**config.mk**
```make
export PLATFORM = sky130hd
export DESIGN_NAME = axis_rr_arbiter_regs
export DESIGN_NICKNAME = d
export VERILOG_FILES = /design/src/rtl/axis_rr_arbiter_regs.sv
export SDC_FILE = /design/constraint.sdc
export NUM_CORES = 1
export LEC_CHECK = 0
export ABC_AREA = 0
export BUFFER_PORTS_ARGS = -buffer_cell sky130_fd_sc_hd__clkbuf_2
export CAP_MARGIN = 10
export CELL_PAD_IN_SITES_DETAIL_PLACEMENT = 0
export CELL_PAD_IN_SITES_GLOBAL_PLACEMENT = 2
export CORE_MARGIN = 2
export CORE_UTILIZATION = 28
export DETAILED_ROUTE_END_ITERATION = 12
export PLACE_DENSITY_LB_ADDON = 0.1
export SYNTH_ARGS = -nofsm -noshare
export SYNTH_HDL_FRONTEND = slang
export SYNTH_SLANG_ARGS = --single-unit
```
**constraint.sdc**
```tcl
create_clock -name i_axi_clk -period 4.1 [get_ports i_axi_clk]
set_input_delay 0.205 -clock i_axi_clk [delete_from_list [all_inputs] [get_ports i_axi_clk]]
set_output_delay 0.205 -clock i_axi_clk [all_outputs]
set_load 0.05 [all_outputs]
```
**src/rtl/axis_rr_arbiter_regs.sv**
```systemverilog
// Packet-granular round-robin merge of NUM_CHANNELS AXI-Stream inputs onto one
// output, with an AXI-Lite slave for enables, status and per-channel packet counters.
module axis_rr_arbiter_regs #(
    parameter int ADDR_WIDTH      = 32,
    parameter int DATA_WIDTH      = 32,
    parameter int STROBE_WIDTH    = DATA_WIDTH / 8,
    parameter int AXIS_DATA_WIDTH = 32,
    parameter int NUM_CHANNELS    = 4
) (
    input  logic                                    i_axi_clk,
    input  logic                                    i_axi_rst,
    input  logic                                    i_awvalid,
    input  logic [ADDR_WIDTH-1:0]                   i_awaddr,
    output logic                                    o_awready,
    input  logic                                    i_wvalid,
    output logic                                    o_wready,
    input  logic [STROBE_WIDTH-1:0]                 i_wstrb,
    input  logic [DATA_WIDTH-1:0]                   i_wdata,
    output logic                                    o_bvalid,
    input  logic                                    i_bready,
    output logic [1:0]                              o_bresp,
    input  logic                                    i_arvalid,
    output logic                                    o_arready,
    input  logic [ADDR_WIDTH-1:0]                   i_araddr,
    output logic                                    o_rvalid,
    input  logic                                    i_rready,
    output logic [1:0]                              o_rresp,
    output logic [DATA_WIDTH-1:0]                   o_rdata,
    input  logic [NUM_CHANNELS-1:0]                 i_axis_in_tvalid,
    output logic [NUM_CHANNELS-1:0]                 o_axis_in_tready,
    input  logic [NUM_CHANNELS-1:0]                 i_axis_in_tlast,
    input  logic [NUM_CHANNELS-1:0]                 i_axis_in_tuser,
    input  logic [NUM_CHANNELS*AXIS_DATA_WIDTH-1:0] i_axis_in_tdata,
    output logic                                    o_axis_out_tvalid,
    input  logic                                    i_axis_out_tready,
    output logic                                    o_axis_out_tlast,
    output logic                                    o_axis_out_tuser,
    output logic [AXIS_DATA_WIDTH-1:0]              o_axis_out_tdata
);

    localparam int GW = (NUM_CHANNELS > 1) ? $clog2(NUM_CHANNELS) : 1;

    typedef enum logic {S_IDLE, S_GRANT} state_e;

    state_e                  state_q, state_d;
    logic [GW-1:0]           grant_q, grant_d, last_grant_q;
    logic                    en_q;
    logic [NUM_CHANNELS-1:0] mask_q;
    logic [31:0]             cnt_q [NUM_CHANNELS];
    logic                    bvalid_q, rvalid_q;
    logic [DATA_WIDTH-1:0]   rdata_q, rd_mux;
    logic                    wr_fire, rd_fire, pkt_done, arb_found;
    logic [5:0]              wr_idx;
    logic [NUM_CHANNELS-1:0] req, clr;
    logic                    unused_sig;

    assign unused_sig = ^{i_awaddr, i_araddr, i_wdata, i_wstrb};

    // Ready is combinational so address and data are always taken together.
    assign wr_fire   = i_awvalid & i_wvalid & ~bvalid_q & ~i_axi_rst;
    assign rd_fire   = i_arvalid & ~rvalid_q & ~i_axi_rst;
    assign wr_idx    = i_awaddr[7:2];
    assign o_awready = wr_fire;
    assign o_wready  = wr_fire;
    assign o_bvalid  = bvalid_q;
    assign o_bresp   = '0;
    assign o_arready = rd_fire;
    assign o_rvalid  = rvalid_q;
    assign o_rresp   = '0;
    assign o_rdata   = rdata_q;

    always_comb begin
        clr = '0;
        if (wr_fire && wr_idx == 6'd2 && i_wstrb[0]) clr = i_wdata[NUM_CHANNELS-1:0];
    end

    always_comb begin
        rd_mux = '0;
        case (i_araddr[7:2])
            6'd0: begin
                rd_mux[0]                = en_q;
                rd_mux[8 +: NUM_CHANNELS] = mask_q;
            end
            6'd1: begin
                rd_mux[GW-1:0] = grant_q;
                rd_mux[8]      = (state_q == S_GRANT);
            end
            default: begin
                for (int unsigned c = 0; c < NUM_CHANNELS; c++)
                    if (i_araddr[7:2] == 6'(4 + c)) rd_mux = cnt_q[c];
            end
        endcase
    end

    always_comb begin
        o_axis_out_tvalid = 1'b0;
        o_axis_out_tlast  = 1'b0;
        o_axis_out_tuser  = 1'b0;
        o_axis_out_tdata  = '0;
        o_axis_in_tready  = '0;
        if (state_q == S_GRANT) begin
            for (int unsigned c = 0; c < NUM_CHANNELS; c++) begin
                if (grant_q == GW'(c)) begin
                    o_axis_out_tvalid   = i_axis_in_tvalid[c];
                    o_axis_out_tlast    = i_axis_in_tlast[c];
                    o_axis_out_tuser    = i_axis_in_tuser[c];
                    o_axis_out_tdata    = i_axis_in_tdata[c*AXIS_DATA_WIDTH +: AXIS_DATA_WIDTH];
                    o_axis_in_tready[c] = i_axis_out_tready;
                end
            end
        end
    end

    assign pkt_done = (state_q == S_GRANT) & o_axis_out_tvalid & i_axis_out_tready & o_axis_out_tlast;
    assign req      = i_axis_in_tvalid & mask_q & {NUM_CHANNELS{en_q}};

    always_comb begin
        state_d   = state_q;
        grant_d   = grant_q;
        arb_found = 1'b0;
        case (state_q)
            S_IDLE: begin
                // Scan starts one past the last winner, so it has lowest priority.
                for (int unsigned k = 1; k <= NUM_CHANNELS; k++) begin
                    if (!arb_found && req[(32'(last_grant_q) + k) % NUM_CHANNELS]) begin
                        arb_found = 1'b1;
                        grant_d   = GW'((32'(last_grant_q) + k) % NUM_CHANNELS);
                        state_d   = S_GRANT;
                    end
                end
            end
            S_GRANT: if (pkt_done) state_d = S_IDLE;
            default: state_d = S_IDLE;
        endcase
    end

    always_ff @(posedge i_axi_clk) begin
        if (i_axi_rst) begin
            state_q      <= S_IDLE;
            grant_q      <= '0;
            last_grant_q <= GW'(NUM_CHANNELS - 1);
        end else begin
            state_q <= state_d;
            grant_q <= grant_d;
            if (pkt_done) last_grant_q <= grant_q;
        end
    end

    always_ff @(posedge i_axi_clk) begin
        if (i_axi_rst) begin
            en_q     <= 1'b0;
            mask_q   <= '0;
            bvalid_q <= 1'b0;
            rvalid_q <= 1'b0;
            rdata_q  <= '0;
            for (int unsigned c = 0; c < NUM_CHANNELS; c++) cnt_q[c] <= '0;
        end else begin
            if (wr_fire && wr_idx == 6'd0) begin
                if (i_wstrb[0]) en_q   <= i_wdata[0];
                if (i_wstrb[1]) mask_q <= i_wdata[8 +: NUM_CHANNELS];
            end
            if (wr_fire)       bvalid_q <= 1'b1;
            else if (i_bready) bvalid_q <= 1'b0;
            if (rd_fire) begin
                rvalid_q <= 1'b1;
                rdata_q  <= rd_mux;
            end else if (i_rready) begin
                rvalid_q <= 1'b0;
            end
            // Clear takes precedence over a same-cycle increment.
            for (int unsigned c = 0; c < NUM_CHANNELS; c++) begin
                if (clr[c])                             cnt_q[c] <= '0;
                else if (pkt_done && grant_q == GW'(c)) cnt_q[c] <= cnt_q[c] + 32'd1;
            end
        end
    end

endmodule
```
After elaboration in Yosys (flattened, before gate mapping) --
Memory sizes are Yosys's and may differ from the RTL's. Cells that the tools add are included.
Word-level totals: memories kept 1, register bits 44, bits in writable memories 128, output and inout bits 80
Memories:
- cnt_q | words 4, bits a word 32, rd ports 4, clocked after memory_dff 0, wr ports 4, RTL line 49 | logic [31:0] cnt_q [NUM_CHANNELS];
Cells by class: multiplexer cells 101, $add $sub $neg 8, bitwise logic cells 22, magnitude comparators 4, eq/ne operators 9, reduce and logical (&&, ||, !) cells 23
Operators by type and width (count):
- $mux W32 | 17
- $add A32 B1 Y32 const B | 4
- $mux W1 | 67
- $eq A6 B3 Y1 const B | 4
- $mux W20 | 1
- $logic_not A6 Y1 | 2
- $lt A2 B3 Y1 const B | 4
- $logic_and A1 B1 Y1 | 10
- $and A1 B1 Y1 | 8
- $and A4 B4 Y4 | 2
- $bmux W1 S2 | 4
- $mux W2 | 4
- $mux W4 | 2
- $or A1 B1 Y1 | 8
- $pmux W1 S2 | 4
- $eq A6 B1 Y1 const B | 1
- $eq A6 B2 Y1 const B | 1
- $mux W6 | 1
- $pmux W3 S2 | 1
- $reduce_and A2 Y1 | 3
- $add A2 B1 Y2 const B | 2
- $add A2 B2 Y2 const B | 2
- $eq A2 B2 Y1 const B | 2
- $not A1 Y1 | 4
- 6 further kinds | 9

Logic depth before layout (Yosys ltp) --
word-level depth 18, mapped depth 8

Least setup slack after synthesis --
OpenSTA, ideal clock, no wires.
kind register to register, start register grant_q[1], end memory cnt_q[3][0] (enable), slack 119 ps, setup time 466 ps, data arrival time 3516 ps, cell stages (with the launch flop) 6, cell sequence dfxtp_1 clkbuf_1 buf_1 clkbuf_1 nand2_1 o21ai_0
RTL lines:
- from (decl) | RTL line 46 | logic [GW-1:0] grant_q, grant_d, last_grant_q;
- from (signal assigned) | RTL line 144 | grant_q <= grant_d;
- to (decl) | RTL line 49

Final worst setup path --
start register grant_q[0], end output o_axis_out_tdata[19]
On the way: cells in the longest elaborated chain, start to end 6
RTL lines:
- $logic_not A2 Y1 | RTL line 103 | if (grant_q == GW'(c)) begin
- $mux W32 (3 in series) | RTL line 103
- $mux W32 * | RTL line 103
- $mux W32 * | RTL line 101 | if (state_q == S_GRANT) begin
- to (decl) | RTL line 38 | output logic [AXIS_DATA_WIDTH-1:0] o_axis_out_tdata
Every way passes the cells marked *; elsewhere a longest branch is shown, timed or not.

==> results by group <==
Status
  • Run status: completed

Die
  • Num rows: 71
  • Count of pins on the block boundary: 328
  • Horizontal extent of the die: 200 µm
  • Area of the placeable core: 0.0378 mm²
  • Chip Height: 200 µm
  • Initial Utilization: 28.5%
  • DIE AREA: 0.0401 mm²

Yosys
  • Mean post-synth cell area: 9.69 µm²
  • Ys flop type: edfxtp_1
  • Proportion of synthesized area in mux cells: 10.9%
  • Mapped Cells: 1112
  • Part of the Yosys area used for sequential elements: 43.9%
  • EDFF count, synth: 128
  • Number of distinct standard cells referenced by the synthesized netlist: 54
  • Area share of and/or/nand/nor cells after synthesis: 25.0%
  • Async SR Flop Fraction: 0%
  • XOR/XNOR share of the synthesized area: 9.11%
  • Adder and majority gate portion of the synthesized area: 0.465%
  • Combinational family with the most area after synthesis: simple AND/OR/NAND/NOR gates
  • Synth Area in Compound Gates: 7.38%
  • YS warnings: 0
  • Combined area of all synthesized cells: 0.0108 mm²
  • Post-synthesis register bit count: 172

Worst setup path
  • Biggest fanout along the worst timing path: 26
  • Type of destination of the critical path: primary output
  • WP data arrival: 2.72 ns
  • Worst Path Required: 3.89 ns
  • Category of the critical setup timing path: reg -> out
  • Crit start category: register
  • Cell-by-cell listing of the critical path: buf_4, mux4_2, and2_1, clkbuf_2
  • Worst-path cell with the longest stage delay: dfxtp_2
  • Crit-path max cell delay: 0.70 ns
  • Top delay family on crit path: buffers and inverters
  • Bufs and invs on worst path: 2

Timing
  • Slew Limit Fails: 0
  • Worst Hold Slack: 0.0248 ns
  • Post-Route Setup TNS: 0 ns
  • Setup skew after layout: 0.0144 ns
  • Final Hold Vio Count: 0
  • Unrepaired setup endpoints after global routing: false
  • Max-slew headroom: 30.5%
  • Maximum clock frequency: 342 MHz
  • Period utilisation layout: 71.4%
  • Pin slew with the least headroom to its limit: 1.04 ns
  • Final setup violation count: 0
  • Final critical path time including I/O delays and setup: 2.93 ns

Cells and area
  • Final-layout fill cell count: 3980
  • Number of standard cells in the layout, taps in and fillers out: 1862
  • Nets: 1588
  • Final std cell area, no fill: 0.0132 mm²
  • Layout Area Growth over Synthesis: 22.6%
  • Ratio of cells with drive above 1 in the final layout: 27.4%

Clock network
  • TritonCTS clock tree: done
  • CTS clock-pin slew for the worst setup and hold paths: 0.08 ns
  • Number of buffers added for setup after CTS: 0
  • Clock insertion delay at the later pin of the skew report: 0.44 ns
  • Clock tree buffer depth: 2
  • Num Clock Sinks: 172
  • H-Tree Depth: 4
  • Clock buffer count from CTS: 17
  • Root Buffer Master: clkbuf_16

Detailed routing
  • First-iteration detailed-routing DRC count: 498
  • Number of nets still failing antenna checks after routing: 0
  • Number of remaining DRC errors: 0
  • Average via count per standard cell: 5.01
  • Routed wire length: 38700 µm
  • Mean routed wirelength per cell: 20.8 µm
  • Drt first pass iters: 5
  • Vias: 9331

Pwr
  • Peak supply drop: 228 µV
  • Total chip power: 0.00408 W
  • Power per unit of standard cell area: 309 mW/mm²
  • Leak pwr: 4.79 nW

Run
  • Maxcap violations: 0

Global route
  • Initial antenna violation count: 2
  • Global-route wire length before repair: 59100 µm
  • Met1 demand-to-capacity share in global routing: 24.0%
  • GRT Resource Usage Total: 19.2%
  • GR Layer Usage met3: 3.71%
  • Grt peak-use layer: met2
  • Number of global-route vias before repair: 9435
  • Overflow left after global routing: 0
  • Global-route met2 utilization: 33.6%
  • Pin count of the biggest net entering global routing: 46

Placement
  • Placement-stage cell area: 0.0125 mm²
  • Total half-perimeter wirelength after legalization and detailed placement: 29200 µm
  • Final Wtd Congestion: 0.874
  • Number of input and output port buffers inserted: 245
  • Placed cells: 1824

Min path
  • Min-delay worst type: in -> reg
==> worst register-to-register path, delay by kind of cell, from the launching register on <==
| family | cells | cell delay, ns |
|---|---|---|
| compound gates | 2 | 0.41 |
| buf+inv | 1 | 0.39 |
| simple gates | 2 | 0.67 |
| flops | 1 | 0.70 |
==> path summary, 6_finish.rpt <==
| check | from | end | slack, ns | cells after the start |
|---|---|---|---|---|
| max | grant_q[0] | o_axis_out_tdata[19] | 1.17 | 4 |
| min | i_wdata[0] | en_q | 0.02 | 3 |
| max reg2reg | grant_q[0] | cnt_q[2][29] | 1.51 | 5 |
| min reg2reg | o_rdata[26] | o_rdata[26] | 0.45 | 2 |
==> what timing repair did <==
item / in CTS / in global routing
hold endpoints to repair: 4 / 0
endpoints found under the setup margin: 0 / 0
resized for setup: 0 / 0
hold buffers: 4 / 0
==> power by group <==
group	leakage, nW	internal [W]	switching (W)
clock	0.310	0.000963	0.000758
sequential	1.65	0.00192	0.0000723
combinational	2.83	0.000163	0.000211
==> area by class of cell <==
type                    instances  area [µm²]  share of cell area (%)
flip-flops and latches        172        4730                    35.8
repair buffers                268        1410                    10.7
well taps                     511         639                    4.84
diodes                          2        5.00                  0.0379
clock buffers                  23         553                    4.19
multi-input cells             858        5740                    43.4
clock inverters                 9        66.3                   0.502
inverters                      19        71.3                   0.540
==> routing by layer <==
| layer | routed length [µm] | part of all wire, % | up-vias |
|---|---|---|---|
| li1 | - | - | 4514 |
| met1 | 16900 | 44 | 4552 |
| met2 | 19400 | 50 | 237 |
| met3 | 1610 | 4.2 | 28 |
| met4 | 745 | 1.9 | 0 |
| met5 | 0 | 0 | - |
==> kinds of logic after synthesis <==
family	after synthesis
AOI/OAI and AO/OA	122
xor gates and xnor gates	112
adders and majority gates	4
buffers and inverters	85
DFF	172
muxes	70
other	1
and+or+nand+nor	546
==> sequential cells by signal, indices dropped and copies added (netlist names) <==
name and flops:
state_q 1, o_rdata 32, last_grant_q 2, o_bvalid 1, mask_q 4, o_rvalid 1
cnt_q 128, grant_q 2, en_q 1
==> cells in the mapped netlist (32+ instances only) <==
cell type | n | area share (%)
nor2_1 | 198 | 6.9
nand2_1 | 92 | 3.2
o22ai_1 | 32 | 1.9
xnor2_1 | 55 | 4.5
edfxtp_1 | 128 | 36
clkbuf_1 | 49 | 1.7
xor2_1 | 57 | 4.6
dfxtp_1 | 44 | 8.2
and2_1 | 43 | 2.5
mux4_2 | 36 | 7.5
nand3_1 | 55 | 2.6
nand4_1 | 45 | 2.6
==> cell usage in the layout, fill, tap and decap left out, types with 10 or more instances in the layout <==
| master | n |
|---|---|
| o22ai_1 | 32 |
| nand4_1 | 45 |
| nor4_1 | 17 |
| nand2_1 | 92 |
| nor2_1 | 198 |
| and2_1 | 43 |
| o21ai_0 | 18 |
| buf_4 | 19 |
| clkbuf_16 | 21 |
| mux2i_1 | 12 |
| edfxtp_1 | 128 |
| nand3_1 | 55 |
| a21oi_1 | 26 |
| mux2_2 | 22 |
| xor2_1 | 57 |
| nor3_1 | 25 |
| and4_1 | 10 |
| xnor2_1 | 55 |
| o31a_1 | 18 |
| clkbuf_2 | 245 |
| and3_1 | 19 |
| inv_1 | 19 |
| mux4_2 | 36 |
| dfxtp_1 | 42 |
| or3_1 | 13 |
==> per-stage QoR <==
stage,util (%),setup slack (ns)
4_1_cts,35.0,1.05
5_1_grt,35.0,0.980
6_report,35.0,1.17
2_1_floorplan,-,0.119
3_3_place_gp,33.2,1.46
3_5_place_dp,33.2,1.47
No activity file was read; power rests on OpenSTA's default activity.
